`config.mk`:
```
export PLATFORM = sky130hd
export DESIGN_NAME = conv_window_gen_flat
export DESIGN_NICKNAME = d
export VERILOG_FILES = /design/src/rtl/conv_window_gen_if.sv /design/src/rtl/conv_window_gen.sv /design/src/flat_wrapper.sv
export SDC_FILE = /design/constraint.sdc
export NUM_CORES = 1
export LEC_CHECK = 0
export CAP_MARGIN = 20
export CORE_AREA = 2 2 168 203
export CTS_BUF_LIST = sky130_fd_sc_hd__clkbuf_8
export CTS_CLUSTER_DIAMETER = 50
export CTS_CLUSTER_SIZE = 30
export DETAILED_ROUTE_END_ITERATION = 6
export DIE_AREA = 0 0 170 205
export PLACE_DENSITY = 0.76
export SLEW_MARGIN = 20
export SYNTH_ARGS = -nofsm -noshare
export SYNTH_HDL_FRONTEND = slang
export SYNTH_SLANG_ARGS = --single-unit
```
`constraint.sdc`:
```
create_clock -name clk -period 11.4 [get_ports clk]
set_clock_uncertainty 0.05 [all_clocks]
set_input_delay 1.14 -clock clk [delete_from_list [all_inputs] [get_ports clk]]
set_output_delay 1.14 -clock clk [all_outputs]
set_load 0.005 [all_outputs]
```
`src/rtl/conv_window_gen_if.sv`:
```
// Pixel-in / window-out bundle for the 3x3 window generator.
// Latency: none (wires only).
// Backpressure: none; the producer paces pixels with din_valid, the consumer must take every window.
interface conv_window_gen_if #(
    parameter int DW = 8,
    parameter int CW = 5
);
    logic               start;
    logic               din_valid;
    logic [DW-1:0]      datain;
    logic               busy;
    logic               win_valid;
    logic [9*DW-1:0]    window;
    logic [CW-1:0]      win_row;
    logic [CW-1:0]      win_col;
    logic               done;

    // Pixel source / window sink side.
    modport master (
        output start, din_valid, datain,
        input  busy, win_valid, window, win_row, win_col, done
    );

    // Window generator side.
    modport slave (
        input  start, din_valid, datain,
        output busy, win_valid, window, win_row, win_col, done
    );
endinterface

```
`src/rtl/conv_window_gen.sv`:
```
// Turns a raster N x N pixel stream into parallel 3x3 windows for the convolution core.
// Latency: a window appears exactly 1 cycle after the pixel completing it is accepted.
// Backpressure: none; din_valid gaps freeze all state, windows are never stalled.
module conv_window_gen #(
    parameter int N  = 28,
    parameter int DW = 8,
    parameter int CW = 5
) (
    input  logic                clk,
    input  logic                rst,
    conv_window_gen_if.slave    bus
);
    localparam logic [CW-1:0] LAST = CW'(N - 1);
    localparam logic [CW-1:0] TWO  = CW'(2);

    typedef enum logic {IDLE, RUN} state_t;

    state_t             state;
    state_t             state_nxt;
    logic [CW-1:0]      row;
    logic [CW-1:0]      col;
    logic               accept;
    logic               emit;
    logic               last_pix;

    // Row r-1 and row r-2 history as shift chains; tail entry is the pixel
    // directly above (lb1) or two above (lb2) the incoming one.
    logic [DW-1:0]      lb1 [N];
    logic [DW-1:0]      lb2 [N];

    // 3x3 working window [row offset][col offset] and its post-shift view.
    logic [DW-1:0]      win     [3][3];
    logic [DW-1:0]      win_nxt [3][3];
    logic [9*DW-1:0]    win_pack;

    logic               win_valid_q;
    logic               done_q;
    logic [9*DW-1:0]    window_q;
    logic [CW-1:0]      win_row_q;
    logic [CW-1:0]      win_col_q;

    // Next-state and accept/emit decode; start only matters in IDLE.
    always_comb begin
        state_nxt = state;
        accept    = (state == RUN) && bus.din_valid;
        last_pix  = accept && (row == LAST) && (col == LAST);
        emit      = accept && (row >= TWO) && (col >= TWO);
        case (state)
            IDLE: if (bus.start) state_nxt = RUN;
            RUN:  if (last_pix)  state_nxt = IDLE;
            default: state_nxt = IDLE;
        endcase
    end

    // State register.
    always_ff @(posedge clk or negedge rst) begin
        if (!rst) state <= IDLE;
        else      state <= state_nxt;
    end

    // Raster position of the next pixel to be accepted.
    always_ff @(posedge clk or negedge rst) begin
        if (!rst) begin
            row <= '0;
            col <= '0;
        end else if (state == IDLE) begin
            if (bus.start) begin
                row <= '0;
                col <= '0;
            end
        end else if (accept) begin
            if (col == LAST) begin
                col <= '0;
                row <= (row == LAST) ? '0 : row + CW'(1);
            end else begin
                col <= col + CW'(1);
            end
        end
    end

    // New window = old window shifted left by one column plus the new column
    // (two rows up, one row up, current pixel).
    always_comb begin
        for (int i = 0; i < 3; i++) begin
            win_nxt[i][0] = win[i][1];
            win_nxt[i][1] = win[i][2];
        end
        win_nxt[0][2] = lb2[N-1];
        win_nxt[1][2] = lb1[N-1];
        win_nxt[2][2] = bus.datain;
        win_pack = '0;
        for (int i = 0; i < 3; i++) begin
            for (int j = 0; j < 3; j++) begin
                win_pack[DW*(3*i+j) +: DW] = win_nxt[i][j];
            end
        end
    end

    // Line buffers and working window are pure data; they need no reset because
    // a window is only emitted once two rows of the current frame are buffered.
    always_ff @(posedge clk) begin
        if (accept) begin
            lb1[0] <= bus.datain;
            lb2[0] <= lb1[N-1];
            for (int k = 1; k < N; k++) begin
                lb1[k] <= lb1[k-1];
                lb2[k] <= lb2[k-1];
            end
            for (int i = 0; i < 3; i++) begin
                for (int j = 0; j < 3; j++) begin
                    win[i][j] <= win_nxt[i][j];
                end
            end
        end
    end

    // Output registers: update only on an emitting accept, otherwise hold.
    always_ff @(posedge clk or negedge rst) begin
        if (!rst) begin
            win_valid_q <= 1'b0;
            done_q      <= 1'b0;
            window_q    <= '0;
            win_row_q   <= '0;
            win_col_q   <= '0;
        end else begin
            win_valid_q <= emit;
            done_q      <= last_pix;
            if (emit) begin
                window_q  <= win_pack;
                win_row_q <= row - TWO;
                win_col_q <= col - TWO;
            end
        end
    end

    assign bus.busy      = (state == RUN);
    assign bus.win_valid = win_valid_q;
    assign bus.done      = done_q;
    assign bus.window    = window_q;
    assign bus.win_row   = win_row_q;
    assign bus.win_col   = win_col_q;
endmodule

```
`src/flat_wrapper.sv`:
```
// flat-port wrapper written by rule: the top's interface ports become plain ports
module conv_window_gen_flat 
#(
    parameter int N  = 28,
    parameter int DW = 8,
    parameter int CW = 5
)
  (clk, rst, bus_start, bus_din_valid, bus_datain, bus_busy, bus_win_valid, bus_window, bus_win_row, bus_win_col, bus_done);
  conv_window_gen_if #(.DW(DW), .CW(CW)) bus_i ();
  input  logic clk;
  input  logic rst;
  input wire logic [$bits(bus_i.start)-1:0] bus_start;
  input wire logic [$bits(bus_i.din_valid)-1:0] bus_din_valid;
  input wire logic [$bits(bus_i.datain)-1:0] bus_datain;
  output wire logic [$bits(bus_i.busy)-1:0] bus_busy;
  output wire logic [$bits(bus_i.win_valid)-1:0] bus_win_valid;
  output wire logic [$bits(bus_i.window)-1:0] bus_window;
  output wire logic [$bits(bus_i.win_row)-1:0] bus_win_row;
  output wire logic [$bits(bus_i.win_col)-1:0] bus_win_col;
  output wire logic [$bits(bus_i.done)-1:0] bus_done;
  assign bus_i.start = bus_start;
  assign bus_i.din_valid = bus_din_valid;
  assign bus_i.datain = bus_datain;
  assign bus_busy = bus_i.busy;
  assign bus_win_valid = bus_i.win_valid;
  assign bus_window = bus_i.window;
  assign bus_win_row = bus_i.win_row;
  assign bus_win_col = bus_i.win_col;
  assign bus_done = bus_i.done;
  conv_window_gen #(.N(N), .DW(DW), .CW(CW)) u_core (.clk(clk), .rst(rst), .bus(bus_i));
endmodule
```
==> results.tsv, run 1 <==
metric	value	unit
cts_resized	0	
die_w	170	um
die_area	34850	sq um
cp.arrival	4.13	ns
yosysWarnings	0	
via_per_inst	5.159	
ys_seq_area_share	91.31	%
rows	73	
grt_setup_unrepaired	no	
status	complete, no violations	
ys.flop_type	edfxtp_1	
fmax	252.3	MHz
cts_buffers	34	
p_total	0.003750	W
netlist_area	17860	sq um
grt_util_all_layers	13.05	%
crit_type	in2reg	
worst_setup_path_start_kind	primary input	
post-route-util	61.32	%
start_util	54.33	%
p_per_area	186.0	nW/um^2
drive_gt1_share	8.362	%
fin_area	20160	sq um
cts_hold_buf	0	
synth_seq_cells	559	
die_y	205	um
grt_max_degree	99	
hpwl	12010	um
portBuffers	96	
maxSlewViolCount	0	
io_pins	97	
tightestPinTransition	1.039	ns
synth_top_cell_area_share	78.00	%
drc_errors	0	
crit_path_end_kind	register	
place.gp.congestion	0.7352	
yosysUniqueCellTypes	35	
netlist_instances	733	
max-clock-path-buffers	3	
crit_required	11.57	ns
ir_worst_vdd	143.3	uV
clock_latency	0.59	ns
min_period_over_period	34.77	%
max_cap_viol_count	0	
grt_first_pass_wirelength	35360	um
post_cts_buffers	0	
syn_to_final_growth	12.87	%
synthTopCellsByCount	464 x edfxtp_1, 95 x dfrtp_1, 77 x mux2_1	
crit_fanout	97	
fin_tns_setup	0	ns
synth_area_leaders	edfxtp_1 78%, dfrtp_1 13%, mux2_1 4.9%	
syn_avg_cell_area	24.37	sq um
postRouteAntennaNets	0	
path_clk_slew	0.13	ns
layout.nets	880	
overflow	0	
core_area	32880	sq um
synth.most_common_cell	edfxtp_1	
maxSlewHeadroom	30.73	%
cts.sinks	559	
setup_violations	0	
diodes	0	
hp-class	reg2reg	
firstDrtPassIters	4	
synth_top_area_cell	edfxtp_1	
vias	6691	
drt_iter0_drc	699	
hold_viol	0	
synth_edf_count	464	
root_buffer	clkbuf_8	
period_needed	3.964	ns
dpl_cell_area	19290	sq um
synthArstFlopShare	16.99	%
grt_pass1_vias	6534	
antenna_found_initial	0	
htree_levels	2	
drt_wl_total	22670	um
cts_tree	done	
wire_per_inst	17.48	um
synthesis.nets	753	
leakagePower	6.752	nW
## kinds of logic after synthesis
group | synth area share (%)
buffers and inverters | 0.8125
AO/OA/AOI/OAI | 1.254
XOR/XNOR | 0.1961
adder cells (fa/ha/maj) | 0.5604
AND/OR/NAND/NOR | 0.8966
multiplexers | 4.973
flip-flops | 91.31
## stage by stage
step	std cells	setup WS, ns	hold slack [ns]
after CTS	1297	6.625	0.3601
final	1297	7.436	0.3584
after detailed placement	1236	5.922	0.3545
after floorplan	733	2.653	0.3503
after global routing	1297	7.193	0.3571
after global placement	1236	6.099	0.3510
## cell usage in the layout (no fill, tap or decap), types with 2 or more instances in the layout
master and instances:
mux2_1 77, ha_1 8, nor3_1 4, buf_4 4, xor2_1 4, inv_12 3, nor2_1 2, nand2_1 15
clkinv_8 5, bufinv_16 2, nor2b_1 2, clkbuf_8 37, o31ai_1 3, buf_6 4, clkinvlp_4 2, a21oi_1 5
clkdlybuf4s50_1 95, o21ai_0 11, inv_8 7, inv_1 10, dfrtp_1 95, edfxtp_1 464, or2_2 2, a22o_1 3
## layer usage
metal / GRT usage (%) / part of all wire (%)
met5: 0 / 0
met4: 3.907 / 2.1
met3: 3.748 / 6.0
met2: 18.85 / 44
met1: 19.68 / 48
## area by class of cell
cell class | count | area (sq um)
Tap cell | 412 | 515.5
Fill cell | 2195 | 12720
Timing Repair Buffer | 103 | 1026
Multi-Input combinational cell | 152 | 1408
Clock inverter | 24 | 351.6
Inverter | 10 | 41.29
Sequential cell | 559 | 16310
Clock buffer | 37 | 509.2
## power breakdown
part | switching [W] | total (W) | internal, W | leakage [nW]
Sequential | 0.0000751 | 0.00244 | 0.00236 | 5.38
Clock | 0.000658 | 0.00106 | 0.000402 | 0.430
Combinational | 0.000127 | 0.000255 | 0.000128 | 0.943
Total | 0.000860 | 0.00375 | 0.00289 | 6.75
## sequential cells by signal, indices dropped and copies added (netlist names)
name / flops
u_core.bus.win_col: 5
u_core.bus.win_valid: 1
u_core.lb1: 224
u_core.lb2: 201
u_core.col: 5
u_core.bus.done: 1
u_core.row: 5
u_core.bus.busy: 1
u_core.win: 39
u_core.bus.win_row: 5
u_core.bus.window: 72
## worst paths after layout
path                                                   from                                end  slack (ns)  cells past startpoint
worst max register to register    u_core.bus.busy$_DFF_PN0_        u_core.lb1[1][51]$_DFFE_PP_        7.82                      5
worst max-delay path                          bus_din_valid        u_core.lb1[1][51]$_DFFE_PP_        7.44                      6
worst min-delay path            u_core.lb2[1][26]$_DFFE_PP_         u_core.lb2[2][2]$_DFFE_PP_        0.36                      0
worst min register to register  u_core.lb2[1][26]$_DFFE_PP_         u_core.lb2[2][2]$_DFFE_PP_        0.36                      0
min in group asynchronous                               rst   u_core.bus.window[3]$_DFFE_PN0P_        0.53                      1
max in group asynchronous                               rst  u_core.bus.win_col[1]$_DFFE_PN0P_        9.60                      2
## critical path: stages
cell	delay, ns
clkdlybuf4s50_1	0.51
nand2_1	0.14
clkinvlp_4	0.16
buf_6	0.61
buf_6	0.71
buf_6	0.73
(Power assumes the default switching activity.)
==> inputs of run 2 (changes only) <==
--- a/config.mk
+++ b/config.mk
@@ -12,7 +12,7 @@
 export CTS_CLUSTER_SIZE = 30
 export DETAILED_ROUTE_END_ITERATION = 6
 export DIE_AREA = 0 0 170 205
-export PLACE_DENSITY = 0.76
+export PLACE_DENSITY = 0.73
 export SLEW_MARGIN = 20
 export SYNTH_ARGS = -nofsm -noshare
 export SYNTH_HDL_FRONTEND = slang
==> constraint.sdc (replaced) <==
create_clock -name clk -period 3.8 [get_ports clk]
set_clock_uncertainty 0.05 [all_clocks]
set_input_delay 0.38 -clock clk [delete_from_list [all_inputs] [get_ports clk]]
set_output_delay 0.38 -clock clk [all_outputs]
set_load 0.005 [all_outputs]
==> run 2 against run 1 <==
Combinational power grew to 3.3 times the previous value. Largest cell class unchanged. Sequential cell count is the same. First-iteration DRC count shrank 18%. Clock power grew to 3.0 times the previous value. Global-route usage grew 0.23 points. Critical endpoint is now u_core.bus.window[50]$_DFFE_PN0P_. Sequential share of layout area shrank 1.3 points. Via count shrank 0.43%.
==> results.tsv, run 2 (synthesis gave the netlist of run 1 again) <==
metric	value	unit
grt_util_all_layers	13.28	%
setup_violations	0	
post_cts_buffers	0	
tightestPinTransition	1.033	ns
min_period_over_period	63.11	%
grt_pass1_vias	6654	
die_w	170	um
crit_fanout	29	
drt_iter0_drc	574	
r2r_end	u_core.bus.window[50]$_DFFE_PN0P_	
slowest_stage	dfrtp_1	
drc_errors	0	
path_clk_slew	0.14	ns
cts_hold_buf	1	
drt_wl_total	22610	um
root_buffer	clkbuf_8	
crit_type	reg2reg	
grt_max_degree	200	
max_cap_viol_count	0	
worst_setup_path_start_kind	register	
htree_levels	2	
crit_end	u_core.bus.window[50]$_DFFE_PN0P_	
crit_path_end_kind	register	
cts_tree	done	
crit-reg2reg-launch	u_core.bus.busy$_DFF_PN0_	
p_per_area	552.1	nW/um^2
wire_per_inst	17.39	um
dp.cells	1236	
max-clock-path-buffers	3	
antenna_found_initial	0	
portBuffers	96	
firstDrtPassIters	4	
maxSlewHeadroom	31.15	%
period_needed	2.398	ns
hold_viol	0	
postRouteAntennaNets	0	
layout_common_cells	464 x edfxtp_1, 95 x clkdlybuf4s50_1, 95 x dfrtp_1	
p_total	0.01132	W
crit_required	4.24	ns
cts_buffers	35	
crit_start	u_core.bus.busy$_DFF_PN0_	
maxSlewViolCount	0	
top_register	u_core.lb1	
overflow	0	
grt_first_pass_wirelength	36050	um
die_y	205	um
io_pins	97	
hpwl	11560	um
leakagePower	7.126	nW
regToRegSetupSlack	1.40	ns
critical-path-max-stage-delay	0.68	ns
largest_reg_flops	224	
r2r_cells	6	
core_area	32880	sq um
vias	6662	
layout.nets	882	
clock_latency	0.60	ns
hp-class	in2reg	
drive_gt1_share	17.12	%
cp.arrival	2.84	ns
syn_to_final_growth	14.75	%
fin_tns_setup	0	ns
start_util	54.33	%
place.gp.congestion	0.7324	
diodes	0	
cts.sinks	559	
crit_chain	nand2_2 > clkinvlp_4 > o41ai_4 > nor2_4 > buf_4 > mux2_2	
fmax	417.0	MHz
via_per_inst	5.125	
ir_worst_vdd	415.1	uV
grt_setup_unrepaired	no	
rows	73	
post-route-util	62.34	%
status	complete, no violations	
mostFrequentLayoutCell	edfxtp_1	
cts_resized	0	
layoutNonFillerInstCount	1300	
fillers	2207	
die_area	34850	sq um
run 2: cell count changes in the layout (fill, tap and decap cells not counted), moves of 3 or more:
cell        delta
buf_12         +4
mux2_1        -75
buf_6          -4
inv_8          -3
clkinvlp_4     +3
inv_16         +3
mux2_4        +75
run 2: worst min path at each step:
stage / startpoint / end / slack (ns) / cells past startpoint
finish: bus_datain[4] / u_core.lb1[0][4]$_DFFE_PP_ / 0.32 / 1
floorplan: rst / u_core.bus.busy$_DFF_PN0_ / 0.03 / 0
detailed placement: u_core.lb1[0][17]$_DFFE_PP_ / u_core.lb1[0][25]$_DFFE_PP_ / 0.35 / 0
CTS: bus_datain[4] / u_core.lb1[0][4]$_DFFE_PP_ / 0.28 / 1
global placement: u_core.lb2[6][19]$_DFFE_PP_ / u_core.lb2[6][27]$_DFFE_PP_ / 0.35 / 0
global route: bus_datain[4] / u_core.lb1[0][4]$_DFFE_PP_ / 0.29 / 1
run 2: routing by layer:
| layer | part of all wire [%] | wire length [um] | global-route usage [%] | up-vias |
|---|---|---|---|---|
| li1 | - | - | - | 3091 |
| met1 | 49 | 11130 | 20.01 | 3402 |
| met2 | 44 | 9852 | 19.23 | 128 |
| met3 | 4.5 | 1021 | 3.246 | 41 |
| met4 | 2.7 | 607 | 4.731 | 0 |
| met5 | 0 | 0 | 0 | - |
run 2: worst max-delay path: cells and delay by family (launching register included):
kind | cells | cell delay (ns)
multiplexers | 1 | 0.39
buffers and inverters | 2 | 0.69
AO/OA/AOI/OAI | 1 | 0.17
AND/OR/NAND/NOR | 2 | 0.31
flip-flops | 1 | 0.68
run 2: metrics by stage:
step	hold slack (ns)	cell area [sq um]	worst slack, ns
6_report	0.3212	20500	1.402
4_1_cts	0.2805	20500	1.395
3_5_place_dp	0.3545	19620	1.175
2_1_floorplan	0.03441	18150	-4.191
5_1_grt	0.2867	20500	1.228
3_3_place_gp	0.3522	19620	1.186
run 2: where the power goes:
group,internal (W),switching [W],leakage (nW),total (W)
Combinational,0.000469,0.000384,1.33,0.000853
Clock,0.00110,0.00206,0.420,0.00316
Sequential,0.00708,0.000228,5.38,0.00731
Total,0.00865,0.00267,7.13,0.0113
run 2: final cells by class:
| type | count | area, sq um | share of cell area [%] |
|---|---|---|---|
| clock inverters | 26 | 359.1 | 1.752 |
| repair buffers | 104 | 1071 | 5.225 |
| well taps | 412 | 515.5 | 2.515 |
| multi-input cells | 152 | 1692 | 8.252 |
| inverters | 10 | 41.29 | 0.2014 |
| flip-flops and latches | 559 | 16310 | 79.57 |
| clock buffers | 37 | 509.2 | 2.484 |
==> inputs of run 3 (changes only) <==
==> constraint.sdc (replaced) <==
create_clock -name clk -period 2.4 [get_ports clk]
set_clock_uncertainty 0.05 [all_clocks]
set_input_delay 0.24 -clock clk [delete_from_list [all_inputs] [get_ports clk]]
set_output_delay 0.24 -clock clk [all_outputs]
set_load 0.005 [all_outputs]
==> run 3 against run 2 <==
Non-clock buffer count rose by 12. Total power rose by 60%. Global-route usage grew 0.16 points. Largest power group unchanged. Critical endpoint is now u_core.bus.window[33]$_DFFE_PN0P_. Largest cell class unchanged. Register-to-register slack got worse by 1.1 ns. Count of clock-buffer cells in the layout increased by 1.
==> results.tsv, run 3 (synthesis gave the netlist of run 1 again) <==
metric	value	unit
leakagePower	7.217	nW
tightestPinTransition	0.4901	ns
crit_type	reg2reg	
rows	73	
r2r_cells	7	
p_total	0.01805	W
fmax	473.3	MHz
hpwl	12320	um
max-clock-path-buffers	3	
syn_to_final_growth	15.65	%
regToRegSetupSlack	0.29	ns
slowest_stage	dfrtp_1	
maxSlewHeadroom	67.32	%
post-route-util	62.83	%
crit_fanout	45	
status	complete, no violations	
drt_iter0_drc	490	
cts_buffers	37	
io_pins	97	
grt_first_pass_wirelength	36660	um
max_cap_viol_count	0	
maxSlewViolCount	0	
layout.nets	896	
crit_path_end_kind	register	
portBuffers	96	
drive_gt1_share	18.51	%
htree_levels	2	
mostFrequentLayoutCell	edfxtp_1	
firstDrtPassIters	6	
place.gp.congestion	0.7299	
top_register	u_core.lb1	
core_area	32880	sq um
antenna_found_initial	0	
ir_worst_vdd	605.6	uV
crit_required	2.82	ns
drt_wl_total	22930	um
via_per_inst	5.135	
crit_chain	inv_1 > ha_1 > nor2b_1 > o41ai_4 > nor2_4 > buf_12 > mux2_4	
period_needed	2.113	ns
layoutNonFillerInstCount	1314	
fillers	2177	
grt_setup_unrepaired	no	
cp.arrival	2.53	ns
hp-class	in2async	
die_y	205	um
p_per_area	873.9	nW/um^2
drc_errors	0	
dp.cells	1248	
post_cts_buffers	0	
crit-reg2reg-launch	u_core.col[0]$_DFFE_PN0P_	
die_w	170	um
path_clk_slew	0.13	ns
clock_latency	0.58	ns
overflow	0	
die_area	34850	sq um
start_util	54.33	%
cts_tree	done	
cts.sinks	559	
wire_per_inst	17.45	um
largest_reg_flops	224	
min_period_over_period	88.03	%
vias	6748	
layout_common_cells	464 x edfxtp_1, 95 x clkdlybuf4s50_1, 95 x dfrtp_1	
root_buffer	clkbuf_8	
grt_max_degree	87	
postRouteAntennaNets	0	
grt_util_all_layers	13.44	%
setup_violations	0	
crit_start	u_core.col[0]$_DFFE_PN0P_	
critical-path-max-stage-delay	0.46	ns
diodes	0	
hold_viol	0	
grt_pass1_vias	6756	
worst_setup_path_start_kind	register	
-- run 3: timing repair --
item,CTS,global route
endpoints found under the hold margin,93,0
resized for setup,0,0
hold buffers,1,0
-- run 3: worst paths after layout --
check | end
max in group asynchronous | u_core.bus.window[50]$_DFFE_PN0P_
min | u_core.bus.window[42]$_DFFE_PN0P_
max reg2reg | u_core.bus.window[33]$_DFFE_PN0P_
min in group clk | u_core.lb1[0][0]$_DFFE_PP_
min reg2reg | u_core.lb1[0][42]$_DFFE_PP_
max | u_core.bus.window[33]$_DFFE_PN0P_
-- run 3: critical path: cells and delay by family (launching register included) --
family / cells / cell delay [ns]
AND/OR/NAND/NOR: 2 / 0.40
AO/OA/AOI/OAI: 1 / 0.11
flip-flops: 1 / 0.46
multiplexers: 1 / 0.33
buffers and inverters: 2 / 0.42
adder cells (fa/ha/maj): 1 / 0.15
-- run 3: metal layers --
layer  GRT usage [%]  routed length (um)  share of wire [%]
met5               0                   0                  0
met4           4.548                 585                2.6
met3           3.439                1157                5.0
met1           20.71               11400                 50
met2           18.98                9783                 43
-- run 3: layout make-up --
cell class	count	area, sq um	share of cell area (%)
Inverter	10	41.29	0.1999
Clock inverter	27	365.4	1.769
Multi-Input combinational cell	152	1692	8.188
Sequential cell	559	16310	78.95
Tap cell	412	515.5	2.495
Clock buffer	38	523.0	2.532
Timing Repair Buffer	116	1211	5.863
-- run 3: per-stage QoR --
step                      hold slack (ns)  worst slack, ns  TNS (ns)  instance area, sq um
after floorplan                   -0.1056           -5.591  -3058.37                 18150
after global placement             0.1698           0.2848         0                 19760
after detailed placement           0.1622           0.2549         0                 19760
after CTS                         0.03935           0.2934         0                 20660
after global routing              0.08481           0.1825         0                 20660
final                             0.07487           0.2873         0                 20660
-- run 3: report_power, final --
part	leakage [nW]	total, W	switching [W]	internal [W]
combinational	1.40	0.00139	0.000620	0.000768
clock	0.436	0.00510	0.00330	0.00180
sequential	5.38	0.0116	0.000362	0.0112
total	7.22	0.0181	0.00428	0.0138
